$ cat config.mk
export PLATFORM = sky130hd
export DESIGN_NAME = mod_swapchain
export DESIGN_NICKNAME = d
export VERILOG_FILES = /design/src/rtl/mod_swapchain.sv
export SDC_FILE = /design/constraint.sdc
export NUM_CORES = 1
export LEC_CHECK = 0
export CORE_MARGIN = 2
export CORE_UTILIZATION = 57
export CTS_CLUSTER_DIAMETER = 100
export CTS_CLUSTER_SIZE = 14
export DETAILED_ROUTE_END_ITERATION = 16
export PLACE_DENSITY_LB_ADDON = 0.08
export SYNTH_ARGS = -nofsm -noshare
export SYNTH_HDL_FRONTEND = slang
export SYNTH_SLANG_ARGS = --single-unit
$ cat constraint.sdc
create_clock -name clk -period 7.9 [get_ports clk]
set_input_delay 1.185 -clock clk [delete_from_list [all_inputs] [get_ports clk]]
set_output_delay 1.185 -clock clk [all_outputs]
set_load 0.005 [all_outputs]
$ cat src/rtl/mod_swapchain.sv
// Modulation segment/index sequencer: turns latched modulation settings into the live BRAM read
// segment and sample index, with loop-boundary segment swaps, finite repetition and stop.
//
// state    | meaning
// RUN      | free-running loop on the current segment
// PENDING  | swap to req_seg requested, taken at the next loop boundary
// FINITE   | counting down remaining loops on the current segment
// STOPPED  | finite playback finished, index frozen at cycle
// RESTART  | stopped, settings updated, waiting for the next tick to restart

package mod_swapchain_pkg;
  localparam int CYCLE_W = 15;

  typedef struct packed {
    logic               req_rd_segment;
    logic [CYCLE_W-1:0] cycle_0;
    logic [CYCLE_W-1:0] cycle_1;
    logic [31:0]        freq_div_0;
    logic [31:0]        freq_div_1;
    logic [31:0]        rep;
  } mod_settings_t;
endpackage

module mod_swapchain
  import mod_swapchain_pkg::*;
#(
  parameter int          IDX_W   = CYCLE_W,
  parameter logic [31:0] REP_INF = 32'hFFFF_FFFF
) (
  input  logic             clk,
  input  logic             reset_n,
  input  logic             update_settings,
  input  mod_settings_t    mod_settings,
  input  logic             tick,
  output logic             segment,
  output logic [IDX_W-1:0] idx,
  output logic             stop,
  output logic             segment_changed
);

  typedef enum logic [2:0] {
    ST_RUN,
    ST_PENDING,
    ST_FINITE,
    ST_STOPPED,
    ST_RESTART
  } state_t;

  state_t           state_q, state_eff, state_d;
  logic             upd_seen_q;
  logic [IDX_W-1:0] cyc0_q, cyc1_q;
  logic [31:0]      fdiv0_q, fdiv1_q, rep_q;
  logic             req_seg_q;
  logic [31:0]      div_cnt_q, loop_cnt_q;

  logic [IDX_W-1:0] cyc_cur;
  logic [31:0]      fdiv_cur, fdiv_eff;
  logic             step, wrap;

  logic             seg_d, stop_d, chg_d;
  logic [IDX_W-1:0] idx_d;
  logic [31:0]      div_d, loop_d;

  always_comb begin
    cyc_cur  = segment ? cyc1_q : cyc0_q;
    fdiv_cur = segment ? fdiv1_q : fdiv0_q;
    fdiv_eff = (fdiv_cur == 32'd0) ? 32'd1 : fdiv_cur;
    // >= rather than == so a divider shrink below div_cnt steps at once instead of wrapping 2^32
    step     = tick && (div_cnt_q >= fdiv_eff - 32'd1);
    wrap     = step && (idx >= cyc_cur);
  end

  // An update is resolved one cycle after its latch, against the freshly latched req_seg.
  always_comb begin
    state_eff = state_q;
    if (upd_seen_q) begin
      unique case (state_q)
        ST_STOPPED, ST_RESTART: state_eff = ST_RESTART;
        ST_PENDING:             state_eff = (req_seg_q != segment) ? ST_PENDING : ST_RUN;
        default:                state_eff = (req_seg_q != segment) ? ST_PENDING : state_q;
      endcase
    end
  end

  always_comb begin
    state_d = state_eff;
    seg_d   = segment;
    idx_d   = idx;
    div_d   = div_cnt_q;
    loop_d  = loop_cnt_q;
    stop_d  = stop;
    chg_d   = 1'b0;
    unique case (state_eff)
      ST_RUN, ST_PENDING, ST_FINITE: begin
        if (tick) begin
          if (step) begin
            div_d = 32'd0;
            idx_d = wrap ? '0 : idx + IDX_W'(1);
          end else begin
            div_d = div_cnt_q + 32'd1;
          end
          if (wrap) begin
            if (state_eff == ST_PENDING) begin
              seg_d   = req_seg_q;
              chg_d   = (req_seg_q != segment);
              loop_d  = rep_q;
              state_d = (rep_q == REP_INF) ? ST_RUN : ST_FINITE;
            end else if (state_eff == ST_FINITE) begin
              if (loop_cnt_q == 32'd0) begin
                state_d = ST_STOPPED;
                idx_d   = cyc_cur;
                stop_d  = 1'b1;
              end else begin
                loop_d = loop_cnt_q - 32'd1;
              end
            end
          end
        end
      end
      ST_RESTART: begin
        if (tick) begin
          seg_d   = req_seg_q;
          chg_d   = (req_seg_q != segment);
          idx_d   = '0;
          div_d   = 32'd0;
          stop_d  = 1'b0;
          loop_d  = rep_q;
          state_d = (rep_q == REP_INF) ? ST_RUN : ST_FINITE;
        end
      end
      default: ;
    endcase
  end

  always_ff @(posedge clk or negedge reset_n) begin
    if (!reset_n) begin
      state_q <= ST_RUN;
    end else begin
      state_q <= state_d;
    end
  end

  always_ff @(posedge clk or negedge reset_n) begin
    if (!reset_n) begin
      segment         <= 1'b0;
      idx             <= '0;
      stop            <= 1'b0;
      segment_changed <= 1'b0;
      div_cnt_q       <= 32'd0;
      loop_cnt_q      <= 32'd0;
      upd_seen_q      <= 1'b0;
      cyc0_q          <= '0;
      cyc1_q          <= '0;
      fdiv0_q         <= 32'd1;
      fdiv1_q         <= 32'd1;
      rep_q           <= REP_INF;
      req_seg_q       <= 1'b0;
    end else begin
      segment         <= seg_d;
      idx             <= idx_d;
      stop            <= stop_d;
      segment_changed <= chg_d;
      div_cnt_q       <= div_d;
      loop_cnt_q      <= loop_d;
      upd_seen_q      <= update_settings;
      if (update_settings) begin
        cyc0_q    <= mod_settings.cycle_0;
        cyc1_q    <= mod_settings.cycle_1;
        fdiv0_q   <= mod_settings.freq_div_0;
        fdiv1_q   <= mod_settings.freq_div_1;
        rep_q     <= mod_settings.rep;
        req_seg_q <= mod_settings.req_rd_segment;
      end
    end
  end

endmodule

==> impl_results.html, run 1 <==
<table>
<tr><th>Metric</th><th>Value</th></tr>
<tr><th colspan="2">Setup path</th></tr>
<tr><td>Reg-to-reg critical path endpoint</td><td>loop_cnt_q[1]</td></tr>
<tr><td>Slowest cell delay on critical path</td><td>between 800 and 900 ps</td></tr>
<tr><td>Register-to-register setup slack</td><td>1100 ps</td></tr>
<tr><td>List of cells traversed by the critical path</td><td>nor3_1 -&gt; o221ai_1 -&gt; nor4_1 -&gt; nand4_1 -&gt; and2_1 -&gt; ha_1 -&gt; o21ai_1 -&gt; or4_1 -&gt; nor4_1 -&gt; nand2b_1 -&gt; nor2_1 -&gt; xor2_1 -&gt; mux2i_1 -&gt; ha_1 -&gt; and3_1 -&gt; nand3_1 -&gt; nor4_1 -&gt; o21ai_0 -&gt; and3_2 -&gt; a21oi_1 -&gt; buf_4 -&gt; mux2_1</td></tr>
<tr><td>Type of element capturing the critical path</td><td>flop</td></tr>
<tr><td>Most frequent cell on the critical path</td><td>sky130_fd_sc_hd__nor4_1</td></tr>
<tr><td>Reg2reg path depth</td><td>22</td></tr>
<tr><td>Reg2reg start</td><td>segment</td></tr>
<tr><td>Worst setup path category</td><td>flop to flop</td></tr>
<tr><td>Master of the slowest instance on the critical path</td><td>sky130_fd_sc_hd__dfrtp_4</td></tr>
<tr><td>Crit path DAT</td><td>7190 ps</td></tr>
<tr><td>Max Fanout on Critical Path</td><td>63</td></tr>
<tr><td>Startpoint Class</td><td>flop</td></tr>
<tr><td>Data required time of the critical path</td><td>8280 ps</td></tr>
<tr><th colspan="2">Yosys</th></tr>
<tr><td>Portion of the post-synthesis area used by sequential elements</td><td>0.4343</td></tr>
<tr><td>Largest family of logic cells by synthesized area</td><td>simple AND/OR/NAND/NOR gates</td></tr>
<tr><td>Synthesized cell area</td><td>12370 µm²</td></tr>
<tr><td>Synth Flop Type</td><td>sky130_fd_sc_hd__dfrtp_1</td></tr>
<tr><td>Cell variety after synth</td><td>72</td></tr>
<tr><td>Synthesized instance count</td><td>between 1000 and 1500</td></tr>
<tr><td>Synth Area in Simple Gates</td><td>0.1537</td></tr>
<tr><td>Synth Area per Inst</td><td>10.14 µm²</td></tr>
<tr><td>Number of warnings reported in the yosys synthesis log</td><td>0</td></tr>
<tr><td>Number of enable flip-flop cells after synthesis</td><td>0</td></tr>
<tr><td>Syn_nets</td><td>1402</td></tr>
<tr><td>Flip-flop and latch count after synthesis</td><td>213</td></tr>
<tr><td>Share of synthesized area spent on multiplexers</td><td>0.1522</td></tr>
<tr><td>Adder and majority cell fraction of the synthesized area</td><td>0.05158</td></tr>
<tr><td>Compound-gate portion of the synthesized area</td><td>0.1376</td></tr>
<tr><td>Share of synthesized registers carrying an async set or reset</td><td>1.000</td></tr>
<tr><td>Synthesized-area fraction occupied by xor and xnor cells</td><td>0.04036</td></tr>
<tr><th colspan="2">Clock network</th></tr>
<tr><td>Clock root buffer</td><td>sky130_fd_sc_hd__clkbuf_16</td></tr>
<tr><td>Worst skew pair latency</td><td>500 ps</td></tr>
<tr><td>Hold-fix buffers at CTS</td><td>0</td></tr>
<tr><td>Clock buffer depth</td><td>3</td></tr>
<tr><td>Number of buffers inserted to repair setup after CTS</td><td>0</td></tr>
<tr><td>TritonCTS buffer count</td><td>19</td></tr>
<tr><td>CTS Sinks</td><td>213</td></tr>
<tr><td>Clock transition at the registers of the reported paths</td><td>roughly 70 ps</td></tr>
<tr><td>Gates resized, CTS repair</td><td>0</td></tr>
<tr><td>H-tree depth</td><td>1</td></tr>
<tr><td>CTS tree</td><td>yes</td></tr>
<tr><th colspan="2">Floorplanning</th></tr>
<tr><td>I/O pin total</td><td>149</td></tr>
<tr><td>Total die area</td><td>approximately 23000 µm²</td></tr>
<tr><td>Floorplan row count</td><td>53</td></tr>
<tr><td>Die extent in y</td><td>around 150 µm</td></tr>
<tr><td>Horiz. Die Dim</td><td>roughly 150 µm</td></tr>
<tr><td>Initial cell density of the core</td><td>0.5848</td></tr>
<tr><td>Core area</td><td>21150 µm²</td></tr>
<tr><th colspan="2">Timing</th></tr>
<tr><td>Actual slew at the worst max-slew pin</td><td>between 1000 and 1500 ps</td></tr>
<tr><td>Total negative setup slack</td><td>0 ps</td></tr>
<tr><td>Number of max-slew violations in the final report</td><td>0</td></tr>
<tr><td>Crit path setup slack, layout</td><td>1100 ps</td></tr>
<tr><td>Final clock skew</td><td>11.95 ps</td></tr>
<tr><td>Peak Freq</td><td>147.0 MHz</td></tr>
<tr><td>Worst slew margin relative to its limit</td><td>0.3166</td></tr>
<tr><td>Final critical path time including I/O delays and setup</td><td>between 6000 and 7000 ps</td></tr>
<tr><td>Count of endpoints failing hold in the final timing report</td><td>0</td></tr>
<tr><td>Final period util</td><td>0.8608</td></tr>
<tr><td>Setup repair after global routing missed its margin</td><td>no</td></tr>
<tr><td>Setup violation total in the final timing report</td><td>0</td></tr>
<tr><th colspan="2">Detailed routing</th></tr>
<tr><td>Number of nets with antenna violations after routing</td><td>0</td></tr>
<tr><td>Wire length reported by the detailed router</td><td>28370 µm</td></tr>
<tr><td>Number of DRC markers in iteration 0</td><td>517</td></tr>
<tr><td>Average via count per standard cell</td><td>slightly above 6</td></tr>
<tr><td>Via count</td><td>9830</td></tr>
<tr><td>Average wire length per cell after detail routing</td><td>17.46 µm</td></tr>
<tr><td>Initial DRT Pass Iterations</td><td>5</td></tr>
<tr><td>Number of design rule violations left after detail routing</td><td>0</td></tr>
<tr><th colspan="2">Place</th></tr>
<tr><td>Setup WS pre-CTS</td><td>about 1200 ps</td></tr>
<tr><td>Gpl congestion</td><td>~0.9</td></tr>
<tr><td>HPWL after detailed placement</td><td>20060 µm</td></tr>
<tr><td>Port bufs</td><td>around 150</td></tr>
<tr><th colspan="2">Worst hold path</th></tr>
<tr><td>Hold Path Origin</td><td>cyc0_q[1]</td></tr>
<tr><td>Worst Hold Depth</td><td>1</td></tr>
<tr><td>Path category of the worst min-delay check</td><td>flop to flop</td></tr>
<tr><td>Terminating pin of the worst hold path</td><td>cyc0_q[1]</td></tr>
<tr><th colspan="2">Global routing</th></tr>
<tr><td>Wire length of the first global-routing pass</td><td>46980 µm</td></tr>
<tr><td>Antenna violations before repair</td><td>0</td></tr>
<tr><td>Largest net degree at the start of global routing</td><td>100</td></tr>
<tr><td>Via count of the first global-routing pass</td><td>9659</td></tr>
<tr><td>Congestion Overflow GR</td><td>0</td></tr>
<tr><td>Global-route usage over all layers</td><td>0.2500</td></tr>
<tr><th colspan="2">Layout</th></tr>
<tr><td>Commonest non-fill, non-tap cell in the layout</td><td>sky130_fd_sc_hd__dfrtp_1</td></tr>
<tr><td>Commonest cells after routing, fill and taps aside</td><td>sky130_fd_sc_hd__dfrtp_1, sky130_fd_sc_hd__clkdlybuf4s50_1, sky130_fd_sc_hd__mux2_2</td></tr>
<tr><td>Area added between synthesis and finish</td><td>18.01%</td></tr>
<tr><td>Share of cells above drive strength 1</td><td>0.1585</td></tr>
<tr><td>Nets@finish</td><td>1519</td></tr>
<tr><td>Total inserted antenna cells</td><td>0</td></tr>
<tr><th colspan="2">Power and ir drop</th></tr>
<tr><td>Leakage</td><td>5.816 nW</td></tr>
<tr><td>Largest voltage drop on the vdd net</td><td>0.0001349 V</td></tr>
<tr><td>Power Dens Cells</td><td>about 200 nW/µm²</td></tr>
<tr><th colspan="2">Flow run</th></tr>
<tr><td>Max-capacitance violation count</td><td>0</td></tr>
<tr><th colspan="2">Outcome</th></tr>
<tr><td>Status</td><td>completed</td></tr>
</table>
==> final cells by class <==
cell class	count	area, µm²
Multi-Input combinational cell	913	6648
Fill cell	1696	6555
Sequential cell	213	5376
Timing Repair Buffer	159	1565
Clock buffer	32	524.3
Tap cell	275	344.1
Inverter	31	116.4
Clock inverter	2	25.02
==> worst max path at each step <==
| stage | start | to | slack (ps) | depth (start not counted) |
|---|---|---|---|---|
| global route | segment | loop_cnt_q[1] | 430 | 22 |
| CTS | segment | loop_cnt_q[1] | 1120 | 22 |
| floorplan | segment | div_cnt_q[10] | 1410 | 26 |
| detailed placement | segment | loop_cnt_q[1] | 1150 | 22 |
| finish | segment | loop_cnt_q[1] | 1100 | 22 |
| global placement | segment | loop_cnt_q[1] | 1380 | 22 |
==> metal layers <==
metal / up-vias / track usage / routed length (µm)
met3: 50 / 0.02952 / 1339
met5: - / 0 / 0
met2: 278 / 0.4269 / 13700
met1: 4752 / 0.3358 / 12530
li1: 4750 / - / -
met4: 0 / 0.07383 / 799
==> metrics by stage <==
stage	util	hold WS [ps]	instances	total power [mW]	instance area, µm²
finish	0.6901	506.1	1625	2.869	14600
detailed placement	0.6642	493.2	1591	2.019	14050
floorplan	-	471.2	1220	1.798	12370
global placement	0.6642	487.1	1591	1.996	14050
global route	0.6901	521.6	1625	3.032	14600
CTS	0.6901	510.5	1625	2.899	14600
==> synth_stat cells, types with 8 or more instances <==
| master | count | share of area |
|---|---|---|
| sky130_fd_sc_hd__a211oi_1 | 34 | 0.021 |
| sky130_fd_sc_hd__a21oi_1 | 50 | 0.020 |
| sky130_fd_sc_hd__a221oi_1 | 8 | 0.0057 |
| sky130_fd_sc_hd__a2bb2oi_1 | 19 | 0.013 |
| sky130_fd_sc_hd__a31oi_1 | 15 | 0.0076 |
| sky130_fd_sc_hd__and3_1 | 15 | 0.0076 |
| sky130_fd_sc_hd__clkbuf_1 | 50 | 0.015 |
| sky130_fd_sc_hd__dfrtp_1 | 179 | 0.36 |
| sky130_fd_sc_hd__dfstp_2 | 34 | 0.072 |
| sky130_fd_sc_hd__ha_1 | 51 | 0.052 |
| sky130_fd_sc_hd__inv_1 | 31 | 0.0094 |
| sky130_fd_sc_hd__mux2_2 | 128 | 0.12 |
| sky130_fd_sc_hd__mux2i_1 | 43 | 0.035 |
| sky130_fd_sc_hd__nand2_1 | 63 | 0.019 |
| sky130_fd_sc_hd__nand3_1 | 34 | 0.014 |
| sky130_fd_sc_hd__nand4_1 | 32 | 0.016 |
| sky130_fd_sc_hd__nor2_1 | 113 | 0.034 |
| sky130_fd_sc_hd__nor2b_1 | 8 | 0.0040 |
| sky130_fd_sc_hd__nor3_1 | 35 | 0.014 |
| sky130_fd_sc_hd__nor3b_1 | 13 | 0.0079 |
| sky130_fd_sc_hd__nor4_1 | 11 | 0.0056 |
| sky130_fd_sc_hd__o21ai_0 | 64 | 0.026 |
| sky130_fd_sc_hd__o22ai_1 | 19 | 0.0096 |
| sky130_fd_sc_hd__or3_1 | 8 | 0.0040 |
| sky130_fd_sc_hd__xnor2_1 | 16 | 0.011 |
| sky130_fd_sc_hd__xor2_1 | 41 | 0.029 |
==> cell families after synthesis <==
family,after synthesis
flops,213
fa+ha+maj,51
simple gates,372
mux,172
xor+xnor,57
compound gates,261
buf+inv,94
==> where the power goes <==
part	internal, mW	switching [mW]	total [mW]
Combinational	0.293	0.278	0.572
Sequential	1.27	0.165	1.43
Clock	0.457	0.410	0.866
Total	2.02	0.853	2.87
==> flip-flops by register name, summed over array words and instances (netlist names) <==
name,cells
rep_q,32
idx,15
fdiv0_q,32
segment_changed,1
stop,1
cyc0_q,15
req_seg_q,1
loop_cnt_q,32
upd_seen_q,1
cyc1_q,15
segment,1
state_q,3
div_cnt_q,32
fdiv1_q,32
==> worst max-delay path: cells and delay by family, from the launching register on <==
kind	cells	cell delay (ps)
muxes	2	470
adders and majority gates	2	500
buffers and inverters	1	300
and+or+nand+nor	12	3340
DFF	1	880
AOI/OAI and AO/OA	4	960
xor gates and xnor gates	1	170
(Power assumes the default switching activity.)
==> run 2: changes to the inputs <==
--- a/config.mk
+++ b/config.mk
@@ -10,7 +10,7 @@
 export CTS_CLUSTER_DIAMETER = 100
 export CTS_CLUSTER_SIZE = 14
 export DETAILED_ROUTE_END_ITERATION = 16
-export PLACE_DENSITY_LB_ADDON = 0.08
+export PLACE_DENSITY = 0.78
 export SYNTH_ARGS = -nofsm -noshare
 export SYNTH_HDL_FRONTEND = slang
 export SYNTH_SLANG_ARGS = --single-unit
==> impl_results.html, run 2 (same netlist as run 1, synthesis figures left out) <==
<table>
<tr><th>Metric</th><th>Value</th></tr>
<tr><th colspan="2">Timing</th></tr>
<tr><td>Worst slew margin relative to its limit</td><td>0.1496 (was 0.3166)</td></tr>
<tr><td>Number of max-slew violations in the final report</td><td>0 (unchanged)</td></tr>
<tr><td>Actual slew at the worst max-slew pin</td><td>1267 ps (was 1025 ps)</td></tr>
<tr><td>Count of endpoints failing hold in the final timing report</td><td>0 (unchanged)</td></tr>
<tr><td>Final critical path time including I/O delays and setup</td><td>6677 ps (was 6800 ps)</td></tr>
<tr><td>Setup violation total in the final timing report</td><td>0 (unchanged)</td></tr>
<tr><td>Setup repair after global routing missed its margin</td><td>no (unchanged)</td></tr>
<tr><td>Final clock skew</td><td>15.59 ps (was 11.95 ps)</td></tr>
<tr><td>Peak Freq</td><td>149.8 MHz (was 147.0 MHz)</td></tr>
<tr><td>Total negative setup slack</td><td>0 ps (unchanged)</td></tr>
<tr><td>Minimum hold slack</td><td>507.2 ps (was 506.1 ps)</td></tr>
<tr><td>Final period util</td><td>0.8452 (was 0.8608)</td></tr>
<tr><th colspan="2">Clock network</th></tr>
<tr><td>Number of buffers inserted to repair setup after CTS</td><td>0 (unchanged)</td></tr>
<tr><td>CTS Sinks</td><td>213 (unchanged)</td></tr>
<tr><td>Clock buffer depth</td><td>3 (unchanged)</td></tr>
<tr><td>Worst skew pair latency</td><td>500 ps (about the same)</td></tr>
<tr><td>Hold-fix buffers at CTS</td><td>0 (unchanged)</td></tr>
<tr><td>CTS tree</td><td>yes (unchanged)</td></tr>
<tr><td>Clock root buffer</td><td>sky130_fd_sc_hd__clkbuf_16 (unchanged)</td></tr>
<tr><td>Gates resized, CTS repair</td><td>0 (unchanged)</td></tr>
<tr><td>Clock transition at the registers of the reported paths</td><td>70 ps (about the same)</td></tr>
<tr><td>H-tree depth</td><td>1 (unchanged)</td></tr>
<tr><td>TritonCTS buffer count</td><td>19 (unchanged)</td></tr>
<tr><th colspan="2">Layout</th></tr>
<tr><td>Nets@finish</td><td>1518 (was 1519)</td></tr>
<tr><td>Share of cells above drive strength 1</td><td>0.1579 (was 0.1585)</td></tr>
<tr><td>Commonest cells after routing, fill and taps aside</td><td>sky130_fd_sc_hd__dfrtp_1, sky130_fd_sc_hd__clkdlybuf4s50_1, sky130_fd_sc_hd__mux2_2 (unchanged)</td></tr>
<tr><td>Total inserted antenna cells</td><td>0 (unchanged)</td></tr>
<tr><td>Area added between synthesis and finish</td><td>17.95% (was 18.01%)</td></tr>
<tr><td>Post-layout util</td><td>0.6898 (was 0.6901)</td></tr>
<tr><td>Commonest non-fill, non-tap cell in the layout</td><td>sky130_fd_sc_hd__dfrtp_1 (unchanged)</td></tr>
<tr><th colspan="2">Floorplanning</th></tr>
<tr><td>Total die area</td><td>22900 µm² (unchanged)</td></tr>
<tr><td>Initial cell density of the core</td><td>0.5848 (unchanged)</td></tr>
<tr><td>Die extent in y</td><td>151.3 µm (unchanged)</td></tr>
<tr><td>Core area</td><td>21150 µm² (unchanged)</td></tr>
<tr><td>Horiz. Die Dim</td><td>151.3 µm (unchanged)</td></tr>
<tr><td>Floorplan row count</td><td>53 (unchanged)</td></tr>
<tr><td>I/O pin total</td><td>149 (unchanged)</td></tr>
<tr><th colspan="2">Power and ir drop</th></tr>
<tr><td>Leakage</td><td>5.811 nW (was 5.816 nW)</td></tr>
<tr><td>Part of the power in registers</td><td>0.499 (about the same)</td></tr>
<tr><td>Power share of the clock group</td><td>0.301 (was 0.302)</td></tr>
<tr><td>Largest voltage drop on the vdd net</td><td>0.0001678 V (was 0.0001349 V)</td></tr>
<tr><td>Switching Share</td><td>0.2992 (was 0.2973)</td></tr>
<tr><td>Internal power consumption</td><td>2.016 mW (about the same)</td></tr>
<tr><td>Logic pwr share</td><td>0.200 (was 0.199)</td></tr>
<tr><td>Power Dens Cells</td><td>197.1 nW/µm² (was 196.5 nW/µm²)</td></tr>
<tr><td>Switching power total</td><td>860.7 µW (was 852.8 µW)</td></tr>
<tr><th colspan="2">Global routing</th></tr>
<tr><td>Congestion Overflow GR</td><td>0 (unchanged)</td></tr>
<tr><td>Antenna violations before repair</td><td>2 (was 0)</td></tr>
<tr><td>Largest net degree at the start of global routing</td><td>84 (was 100)</td></tr>
<tr><td>Global-route usage over all layers</td><td>0.2564 (was 0.2500)</td></tr>
<tr><td>Via count of the first global-routing pass</td><td>9741 (was 9659)</td></tr>
<tr><td>Wire length of the first global-routing pass</td><td>48000 µm (was 46980 µm)</td></tr>
<tr><th colspan="2">Setup path</th></tr>
<tr><td>Worst setup path category</td><td>flop to flop (unchanged)</td></tr>
<tr><td>Master of the slowest instance on the critical path</td><td>sky130_fd_sc_hd__dfrtp_4 (unchanged)</td></tr>
<tr><td>Data required time of the critical path</td><td>8280 ps (about the same)</td></tr>
<tr><td>Max Fanout on Critical Path</td><td>60 (was 63)</td></tr>
<tr><td>Type of element capturing the critical path</td><td>flop (unchanged)</td></tr>
<tr><td>Crit path DAT</td><td>7050 ps (was 7190 ps)</td></tr>
<tr><td>Kind of cell adding the most delay to the critical path</td><td>simple AND/OR/NAND/NOR gates (unchanged)</td></tr>
<tr><td>Buffering stage count on the worst path with inverters included</td><td>1 (unchanged)</td></tr>
<tr><td>Slowest cell delay on critical path</td><td>870 ps (was 880 ps)</td></tr>
<tr><td>List of cells traversed by the critical path</td><td>nor3_1 -&gt; o221ai_1 -&gt; nor4_1 -&gt; nand4_1 -&gt; and2_1 -&gt; ha_1 -&gt; o21ai_1 -&gt; or4_1 -&gt; nor4_1 -&gt; nand2b_1 -&gt; nor2_1 -&gt; xor2_1 -&gt; mux2i_1 -&gt; ha_1 -&gt; and3_1 -&gt; nand3_1 -&gt; nor4_1 -&gt; o21ai_0 -&gt; and3_2 -&gt; a21oi_1 -&gt; buf_4 -&gt; a2bb2oi_1 (was nor3_1 -&gt; o221ai_1 -&gt; nor4_1 -&gt; nand4_1 -&gt; and2_1 -&gt; ha_1 -&gt; o21ai_1 -&gt; or4_1 -&gt; nor4_1 -&gt; nand2b_1 -&gt; nor2_1 -&gt; xor2_1 -&gt; mux2i_1 -&gt; ha_1 -&gt; and3_1 -&gt; nand3_1 -&gt; nor4_1 -&gt; o21ai_0 -&gt; and3_2 -&gt; a21oi_1 -&gt; buf_4 -&gt; mux2_1)</td></tr>
<tr><td>Startpoint Class</td><td>flop (unchanged)</td></tr>
<tr><td>Most frequent cell on the critical path</td><td>sky130_fd_sc_hd__nor4_1 (unchanged)</td></tr>
<tr><th colspan="2">Outcome</th></tr>
<tr><td>Status</td><td>completed (unchanged)</td></tr>
<tr><th colspan="2">Detailed routing</th></tr>
<tr><td>Via count</td><td>9859 (was 9830)</td></tr>
<tr><td>Initial DRT Pass Iterations</td><td>5 (unchanged)</td></tr>
<tr><td>Number of design rule violations left after detail routing</td><td>0 (unchanged)</td></tr>
<tr><td>Wire length reported by the detailed router</td><td>28760 µm (was 28370 µm)</td></tr>
<tr><td>Average wire length per cell after detail routing</td><td>17.71 µm (was 17.46 µm)</td></tr>
<tr><td>Average via count per standard cell</td><td>6.071 (was 6.049)</td></tr>
<tr><td>Number of DRC markers in iteration 0</td><td>647 (was 517)</td></tr>
<tr><td>Number of nets with antenna violations after routing</td><td>0 (unchanged)</td></tr>
<tr><th colspan="2">Flow run</th></tr>
<tr><td>Max-capacitance violation count</td><td>0 (unchanged)</td></tr>
<tr><th colspan="2">Place</th></tr>
<tr><td>Gpl congestion</td><td>0.8812 (was 0.9041)</td></tr>
<tr><td>Port bufs</td><td>148 (unchanged)</td></tr>
<tr><td>HPWL after detailed placement</td><td>20110 µm (was 20060 µm)</td></tr>
<tr><th colspan="2">Worst hold path</th></tr>
<tr><td>Path category of the worst min-delay check</td><td>flop to flop (unchanged)</td></tr>
</table>
==> run 2: changes by cell type in the layout (fill, tap and decap cells not counted), sizes merged <==
cell / delta
buf: -1
==> run 2: final timing paths <==
path,to,slack [ps],depth (start not counted),start
worst min register to register,cyc1_q[5],510,1,cyc1_q[5]
worst max register to register,loop_cnt_q[9],1220,22,segment
min in group asynchronous,fdiv1_q[21],670,1,reset_n
max in group asynchronous,loop_cnt_q[12],5820,2,reset_n
worst min-delay path,cyc1_q[5],510,1,cyc1_q[5]
worst max-delay path,loop_cnt_q[9],1220,22,segment
==> run 2: cell type report <==
cell class                      instances  area (µm²)
Clock buffer                           32       524.3
Clock inverter                          2       25.02
Fill cell                            1621        6563
Inverter                               31       116.4
Multi-Input combinational cell        913        6648
Sequential cell                       213        5376
Tap cell                              275       344.1
Timing Repair Buffer                  158        1558
==> run 2: power groups by stage <==
stage                     registers [mW]  logic [mW]  clock network [mW]
after global placement              1.44       0.553                   0
after floorplan                     1.40       0.402                   0
after detailed placement            1.45       0.577                   0
final                               1.44       0.576               0.866
after global routing                1.46       0.647               0.937
after CTS                           1.43       0.580               0.888
==> run 2: layer usage <==
metal	vias to the layer above	GRT usage	wire (µm)
met5	-	0	0
met4	0	0.06449	613
met3	39	0.03343	1558
met2	305	0.4330	13810
met1	4753	0.3514	12780
li1	4762	-	-
==> run 2: per-stage QoR <==
stage | setup slack (ps) | cell area (µm²) | std cells | power, mW
after floorplan | 1414 | 12370 | 1220 | 1.798
after global placement | 1409 | 14040 | 1590 | 1.995
after detailed placement | 1248 | 14040 | 1590 | 2.025
after CTS | 1219 | 14590 | 1624 | 2.900
after global routing | 727.8 | 14590 | 1624 | 3.045
final | 1223 | 14590 | 1624 | 2.877
==> run 2: worst reg2reg max path: stages, from the launching register on <==
cell,delay (ps)
sky130_fd_sc_hd__dfrtp_4,870
sky130_fd_sc_hd__nor3_1,210
sky130_fd_sc_hd__o221ai_1,380
sky130_fd_sc_hd__nor4_1,180
sky130_fd_sc_hd__nand4_1,210
sky130_fd_sc_hd__and2_1,180
sky130_fd_sc_hd__ha_1,180
sky130_fd_sc_hd__o21ai_1,160
sky130_fd_sc_hd__or4_1,650
sky130_fd_sc_hd__nor4_1,520
sky130_fd_sc_hd__nand2b_1,180
sky130_fd_sc_hd__nor2_1,150
sky130_fd_sc_hd__xor2_1,160
sky130_fd_sc_hd__mux2i_1,90
sky130_fd_sc_hd__ha_1,280
sky130_fd_sc_hd__and3_1,140
sky130_fd_sc_hd__nand3_1,110
sky130_fd_sc_hd__nor4_1,270
sky130_fd_sc_hd__o21ai_0,150
sky130_fd_sc_hd__and3_2,270
sky130_fd_sc_hd__a21oi_1,800
sky130_fd_sc_hd__buf_4,340
sky130_fd_sc_hd__a2bb2oi_1,90
